### src/rtl/pwm_pkg.sv
// Shared helpers for the multi-channel PWM: duty/select widths and saturating duty steps.
package pwm_pkg;

    function automatic int duty_w(input int width);
        return width + 1;
    endfunction

    function automatic int sel_w(input int channels);
        return (channels > 1) ? $clog2(channels) : 1;
    endfunction

    function automatic int sat_step(input int value, input int step, input logic up,
                                    input int max_val);
        int res;
        if (up) begin
            res = (value + step > max_val) ? max_val : value + step;
        end else begin
            res = (value < step) ? 0 : value - step;
        end
        return res;
    endfunction

endpackage

### src/rtl/pwm_channel.sv
// One PWM channel: double-buffered duty, compare against the shared counter, registered outputs.
// PWM_DEADTIME_EN adds per-output dead-time down-counters that delay each assertion.
module pwm_channel
    import pwm_pkg::*;
#(
    parameter int WIDTH      = 4,
    parameter int STEP       = 1,
    parameter int RESET_DUTY = 2 ** (WIDTH - 1),
    parameter int DEADTIME   = 1
) (
    input  logic             clk,
    input  logic             rst,
    input  logic [WIDTH-1:0] cnt,
    input  logic             wrap,
    input  logic             inc_press,
    input  logic             dec_press,
    output logic             pwm_out,
    output logic             neg_pwm_out
);
    localparam int DW   = duty_w(WIDTH);
    localparam int FULL = 2 ** WIDTH;

    if (DEADTIME < 1 || DEADTIME > FULL - 1) begin : g_bad_deadtime
        $error("pwm_channel: DEADTIME out of range");
    end

    logic [DW-1:0] duty_next_q, duty_next_d;
    logic [DW-1:0] duty_active_q, duty_active_d;
    logic          pwm_q, pwm_d;
    logic          neg_q, neg_d;
    logic          raw;

    always_comb begin
        duty_next_d = duty_next_q;
        if (inc_press) begin
            duty_next_d = DW'(sat_step(int'(duty_next_q), STEP, 1'b1, FULL));
        end else if (dec_press) begin
            duty_next_d = DW'(sat_step(int'(duty_next_q), STEP, 1'b0, FULL));
        end
        // The old duty_next is captured on the last count so a period never truncates.
        duty_active_d = wrap ? duty_next_q : duty_active_q;
    end

    assign raw = ({1'b0, cnt} < duty_active_q);

`ifdef PWM_DEADTIME_EN
    localparam logic [WIDTH-1:0] DT_LOAD = WIDTH'(DEADTIME);

    logic [WIDTH-1:0] pos_tmr_q, pos_tmr_d;
    logic [WIDTH-1:0] neg_tmr_q, neg_tmr_d;

    // Each timer reloads while its drive is low and counts down while high;
    // the output is allowed only once the timer has reached terminal count.
    always_comb begin
        pos_tmr_d = DT_LOAD;
        neg_tmr_d = DT_LOAD;
        if (raw) begin
            pos_tmr_d = (pos_tmr_q != '0) ? pos_tmr_q - WIDTH'(1) : pos_tmr_q;
        end else begin
            neg_tmr_d = (neg_tmr_q != '0) ? neg_tmr_q - WIDTH'(1) : neg_tmr_q;
        end
        pwm_d = raw & (pos_tmr_q == '0);
        neg_d = ~raw & (neg_tmr_q == '0);
    end

    always_ff @(posedge clk or posedge rst) begin
        if (rst) begin
            pos_tmr_q <= DT_LOAD;
            neg_tmr_q <= DT_LOAD;
        end else begin
            pos_tmr_q <= pos_tmr_d;
            neg_tmr_q <= neg_tmr_d;
        end
    end
`else
    always_comb begin
        pwm_d = raw;
        neg_d = ~raw;
    end
`endif

    always_ff @(posedge clk or posedge rst) begin
        if (rst) begin
            duty_next_q   <= DW'(RESET_DUTY);
            duty_active_q <= DW'(RESET_DUTY);
            pwm_q         <= 1'b0;
            neg_q         <= 1'b0;
        end else begin
            duty_next_q   <= duty_next_d;
            duty_active_q <= duty_active_d;
            pwm_q         <= pwm_d;
            neg_q         <= neg_d;
        end
    end

    assign pwm_out     = pwm_q;
    assign neg_pwm_out = neg_q;

endmodule

### src/rtl/pwm_multi_channel.sv
// Multi-channel PWM top: press synchronisers/edge detect, shared period counter, channel decode.
// Define PWM_DEADTIME_EN to enable dead-time insertion between pwm_out and neg_pwm_out.
module pwm_multi_channel
    import pwm_pkg::*;
#(
    parameter int WIDTH      = 4,
    parameter int CHANNELS   = 2,
    parameter int STEP       = 1,
    parameter int RESET_DUTY = 2 ** (WIDTH - 1),
    parameter int DEADTIME   = 1
) (
    input  logic                         clk,
    input  logic                         rst,
    input  logic                         increase_duty_in,
    input  logic                         decrease_duty_in,
    input  logic [sel_w(CHANNELS)-1:0]   ch_sel,
    output logic [CHANNELS-1:0]          pwm_out,
    output logic [CHANNELS-1:0]          neg_pwm_out
);
    localparam int SW = sel_w(CHANNELS);

    if (CHANNELS < 1 || CHANNELS > 4) begin : g_bad_channels
        $error("pwm_multi_channel: CHANNELS out of range");
    end

    // Bits: [0] first sync stage, [1] second sync stage, [2] previous synced level.
    logic [2:0]          inc_pipe_q, inc_pipe_d;
    logic [2:0]          dec_pipe_q, dec_pipe_d;
    logic [WIDTH-1:0]    cnt_q, cnt_d;
    logic                inc_rise, dec_rise, wrap;
    logic [CHANNELS-1:0] inc_ch, dec_ch;

    always_comb begin
        inc_pipe_d = {inc_pipe_q[1:0], increase_duty_in};
        dec_pipe_d = {dec_pipe_q[1:0], decrease_duty_in};
        cnt_d      = cnt_q + WIDTH'(1);
    end

    assign inc_rise = inc_pipe_q[1] & ~inc_pipe_q[2];
    assign dec_rise = dec_pipe_q[1] & ~dec_pipe_q[2];
    assign wrap     = &cnt_q;

    // Simultaneous increase and decrease cancel; out-of-range selects match no channel.
    always_comb begin
        inc_ch = '0;
        dec_ch = '0;
        for (int i = 0; i < CHANNELS; i++) begin
            inc_ch[i] = inc_rise & ~dec_rise & (ch_sel == SW'(i));
            dec_ch[i] = dec_rise & ~inc_rise & (ch_sel == SW'(i));
        end
    end

    always_ff @(posedge clk or posedge rst) begin
        if (rst) begin
            inc_pipe_q <= '0;
            dec_pipe_q <= '0;
            cnt_q      <= '0;
        end else begin
            inc_pipe_q <= inc_pipe_d;
            dec_pipe_q <= dec_pipe_d;
            cnt_q      <= cnt_d;
        end
    end

    for (genvar g = 0; g < CHANNELS; g++) begin : g_ch
        pwm_channel #(
            .WIDTH      (WIDTH),
            .STEP       (STEP),
            .RESET_DUTY (RESET_DUTY),
            .DEADTIME   (DEADTIME)
        ) u_ch (
            .clk         (clk),
            .rst         (rst),
            .cnt         (cnt_q),
            .wrap        (wrap),
            .inc_press   (inc_ch[g]),
            .dec_press   (dec_ch[g]),
            .pwm_out     (pwm_out[g]),
            .neg_pwm_out (neg_pwm_out[g])
        );
    end

endmodule
### config.mk
export PLATFORM = sky130hd
export DESIGN_NAME = pwm_multi_channel
export DESIGN_NICKNAME = d
export VERILOG_FILES = /design/src/rtl/pwm_pkg.sv /design/src/rtl/pwm_channel.sv /design/src/rtl/pwm_multi_channel.sv
export SDC_FILE = /design/constraint.sdc
export NUM_CORES = 1
export LEC_CHECK = 0
export ABC_AREA = 1
export CELL_PAD_IN_SITES_DETAIL_PLACEMENT = 0
export CELL_PAD_IN_SITES_GLOBAL_PLACEMENT = 1
export CORE_MARGIN = 3
export CORE_UTILIZATION = 40
export DETAILED_ROUTE_END_ITERATION = 6
export PLACE_DENSITY = 0.82
export SYNTH_ARGS = -nofsm -noshare
export SYNTH_HDL_FRONTEND = slang
export SYNTH_SLANG_ARGS = --single-unit
### constraint.sdc
create_clock -name clk -period 1.4 [get_ports clk]
set_input_delay 0.21 -clock clk [delete_from_list [all_inputs] [get_ports clk]]
set_output_delay 0.21 -clock clk [all_outputs]
set_load 0.01 [all_outputs]
==> PnR_summary.wiki <==
{| class="wikitable"
! Metric !! Value
|-
| Maximum buffer depth of the clock tree || 2
|-
| Proportion of netlist area held by the largest area contributor || 37.0%
|-
| Highest clock frequency the design can meet || 734 MHz
|-
| Mean post-synth cell area || 7.77 sq um
|-
| HPWL reported at the end of detailed placement || 2.53 mm
|-
| Count of boundary I/O pins || 9
|-
| Leakage Power || 0.00127 uW
|-
| Number of antenna violations at the first check in global routing || 0
|-
| Worst slew margin || 81.6%
|-
| Die width || 77.2 um
|-
| Die footprint || 5960 sq um
|-
| Number of clock sinks || 34
|-
| Post-layout util || 51.9%
|-
| Worst setup EP type || register
|-
| Worst path required time || 1570 ps
|-
| Post-layout min period || 1360 ps
|-
| Area added between synthesis and finish || 23.3%
|-
| Synth Net Count || 279
|-
| Cell type with the largest total area after synthesis || sky130_fd_sc_hd__dfrtp_1
|-
| Critical Path, Cell by Cell || inv_2, ha_4, inv_2, nor2_2, o21ai_1, o21ai_1, a31oi_1, inv_1
|-
| Library cell used as clock root buffer || sky130_fd_sc_hd__clkbuf_8
|-
| Count of final setup violators || 0
|-
| CTS tree || built
|-
| Largest fanout on the critical path || 2
|-
| Maximum vdd ir drop || 0.869 mV
|-
| Final Routed Wirelength || 3.57 mm
|-
| R2R setup slack || 40 ps
|-
| # placed instances || 336
|-
| CTS clk-pin slew, worst paths || 70 ps
|-
| Most used cells in the layout excluding fill and tap cells || sky130_fd_sc_hd__nand2_1, sky130_fd_sc_hd__inv_1, sky130_fd_sc_hd__dfrtp_1
|-
| Final cell count without fillers || 348
|-
| Final Worst Setup Slack || 36.8 ps
|-
| Cts-stage hold buffer count || 0
|-
| Largest incremental delay on the critical path || 540 ps
|-
| MaxCap Viol Count || 0
|-
| Cell at the slowest stage of the critical path || sky130_fd_sc_hd__dfstp_2
|-
| Element type at the critical path start || register
|-
| Detailed router's first-iteration violation count || 62
|-
| Synth cell types || 24
|-
| Mapped Area || 2030 sq um
|-
| Average wire per standard cell || 10.3 um
|-
| Design Power || 4420 uW
|-
| Run status || complete, no violations
|-
| Die height || 77.2 um
|-
| Number of fill cells in the layout || 477
|-
| Detailed-routing iteration count for the pre-antenna-repair pass || 4
|-
| Sequential share of the synthesized area || 42.2%
|-
| Worst reg2reg path startpoint || g_ch[1].u_ch.duty_active_q[3]
|-
| Global-route usage over all layers || 13.2%
|-
| Number of global-route vias before repair || 1445
|-
| Layout cell share with drive strength beyond 1 || 27.4%
|-
| Nets || 298
|-
| Most frequent standard cell in the layout excluding fill and tap cells || sky130_fd_sc_hd__nand2_1
|-
| RSZ-0062 raised after global routing || yes
|-
| Tightest Hold Check Type || input pin to asynchronous set/reset pin
|-
| Fin crit share || 97.4%
|-
| Global route overflow || 0
|-
| Number of clock buffers inserted by TritonCTS || 5
|-
| Rows || 25
|-
| Vias per cell || 4.44
|-
| First-pass GRT wire length || 6.31 mm
|-
| Via count || 1546
|-
| CTS H-tree depth || 2
|-
| R2R cell count || 8
|-
| Routability congestion estimate || 0.830
|-
| Endpoint of the worst-slack reg-to-reg timing path || g_ch[1].u_ch.neg_pwm_out
|-
| Final-report hold violation count || 0
|-
| Fin. max-slew vios || 0
|-
| Total power divided by cell area || 1770 nW/um^2
|-
| Count of antenna-violating nets left after detailed routing || 0
|-
| Clock insertion delay at the later pin of the skew report || 280 ps
|-
| Synth Instances || 261
|-
| Core ar. || 4820 sq um
|-
| Clock Skews || 4.51 ps
|-
| Effective utilization at floorplan || 42.1%
|-
| IO buf count || 8
|-
| Main area contributors after synthesis || sky130_fd_sc_hd__dfrtp_1, sky130_fd_sc_hd__nand2_1, sky130_fd_sc_hd__inv_1, sky130_fd_sc_hd__ha_1, sky130_fd_sc_hd__dfstp_2
|-
| Slew at the pin with the worst max-slew slack || 276 ps
|-
| Maximum number of pins on one net before global-route repair || 35
|-
| CP Data Arrival Time || 1540 ps
|-
| Yosys synthesis warning count || 0
|-
| Critical path start-end classification || register to register
|-
| Summed negative setup slack over all endpoints || 0 ps
|-
| Placement-stage worst setup slack || -106 ps
|-
| Number of flip-flops and latches in the synthesized netlist || 34
|-
| Antenna cell count || 0
|-
| Post-route DRC violation count || 0
|}
[final cells by class]
type | instances | area (sq um) | share of cell area [%]
tap | 67 | 83.8 | 3.36
inverter | 51 | 194 | 7.76
clock inverter | 1 | 5.00 | 0.200
timing repair buffer | 20 | 190 | 7.61
sequential | 34 | 865 | 34.6
clock buffer | 7 | 86.3 | 3.46
multi-input combinational | 168 | 1070 | 43.0
[registers in the layout, summed over array words and instances, names as in the netlist]
signal and flops:
cnt_q 4, inc_pipe_q 3, g_ch.u_ch.duty_next_q 10, dec_pipe_q 3, g_ch.u_ch.duty_active_q 10, g_ch.u_ch.neg_pwm_out 2, g_ch.u_ch.pwm_out 2
[worst max path at each step]
| stage | from | to | slack [ps] | cells past startpoint |
|---|---|---|---|---|
| finish | g_ch[1].u_ch.duty_active_q[3] | g_ch[1].u_ch.neg_pwm_out | 40 | 8 |
| global route | g_ch[0].u_ch.duty_active_q[3] | g_ch[0].u_ch.neg_pwm_out | -60 | 8 |
| CTS | cnt_q[2] | g_ch[0].u_ch.neg_pwm_out | -4 | 7 |
| detailed placement | ch_sel | g_ch[1].u_ch.duty_next_q[1] | -110 | 6 |
| global placement | ch_sel | g_ch[1].u_ch.duty_next_q[1] | -100 | 6 |
| floorplan | g_ch[1].u_ch.duty_active_q[3] | g_ch[1].u_ch.neg_pwm_out | 60 | 8 |
[what timing repair did]
item                       in CTS  in global routing
pin swaps                       0                 11
gates resized for setup        10                 41
setup buffers                   1                  3
gates cloned                    0                  0
setup endpoints to repair       4                 13
[cells by family after synthesis]
family	after synthesis	share of synthesized area, %
buffers and inverters	59	12.2
AND/OR/NAND/NOR	124	26.7
AO/OA/AOI/OAI	22	7.04
flip-flops	34	42.2
XOR/XNOR	9	3.89
adder cells (fa/ha/maj)	13	8.02
[critical path: cells and delay by family, from the launching register on]
kind                     cells  cell delay (ps)
AO/OA/AOI/OAI                3              330
adder cells (fa/ha/maj)      1              200
buffers and inverters        3              160
flip-flops                   1              540
AND/OR/NAND/NOR              1               30
[power breakdown]
part           leakage [uW]  internal [uW]  total, uW  switching, uW
registers          0.000392           1340       1700            355
clock network     0.0000482            397        742            345
logic              0.000829            895       1980           1080
total               0.00127           2630       4420           1780
[metal layers]
metal,global-route usage [%],vias to the layer above,wire length [um]
met5,0,-,0
met4,4.80,0,67
met3,3.52,7,122
met2,20.0,20,1530
li1,-,836,-
met1,17.9,683,1850
[synth_stat cells (all sizes together)]
master,count
xor2,8
nand3,17
nand4,7
clkbuf,2
dfstp,4
a21oi,4
xnor2,1
nand2,80
dfrtp,30
ha,13
o21ai,16
buf,6
a31oi,2
nand3b,2
nor2,18
inv,51
[per-stage QoR]
step | instance area (sq um) | hold WS, ps
after CTS | 2340 | 264
after floorplan | 2030 | 241
after global routing | 2500 | 308
after global placement | 2210 | 336
after detailed placement | 2210 | 338
final | 2500 | 262
(Power assumes the default switching activity.)
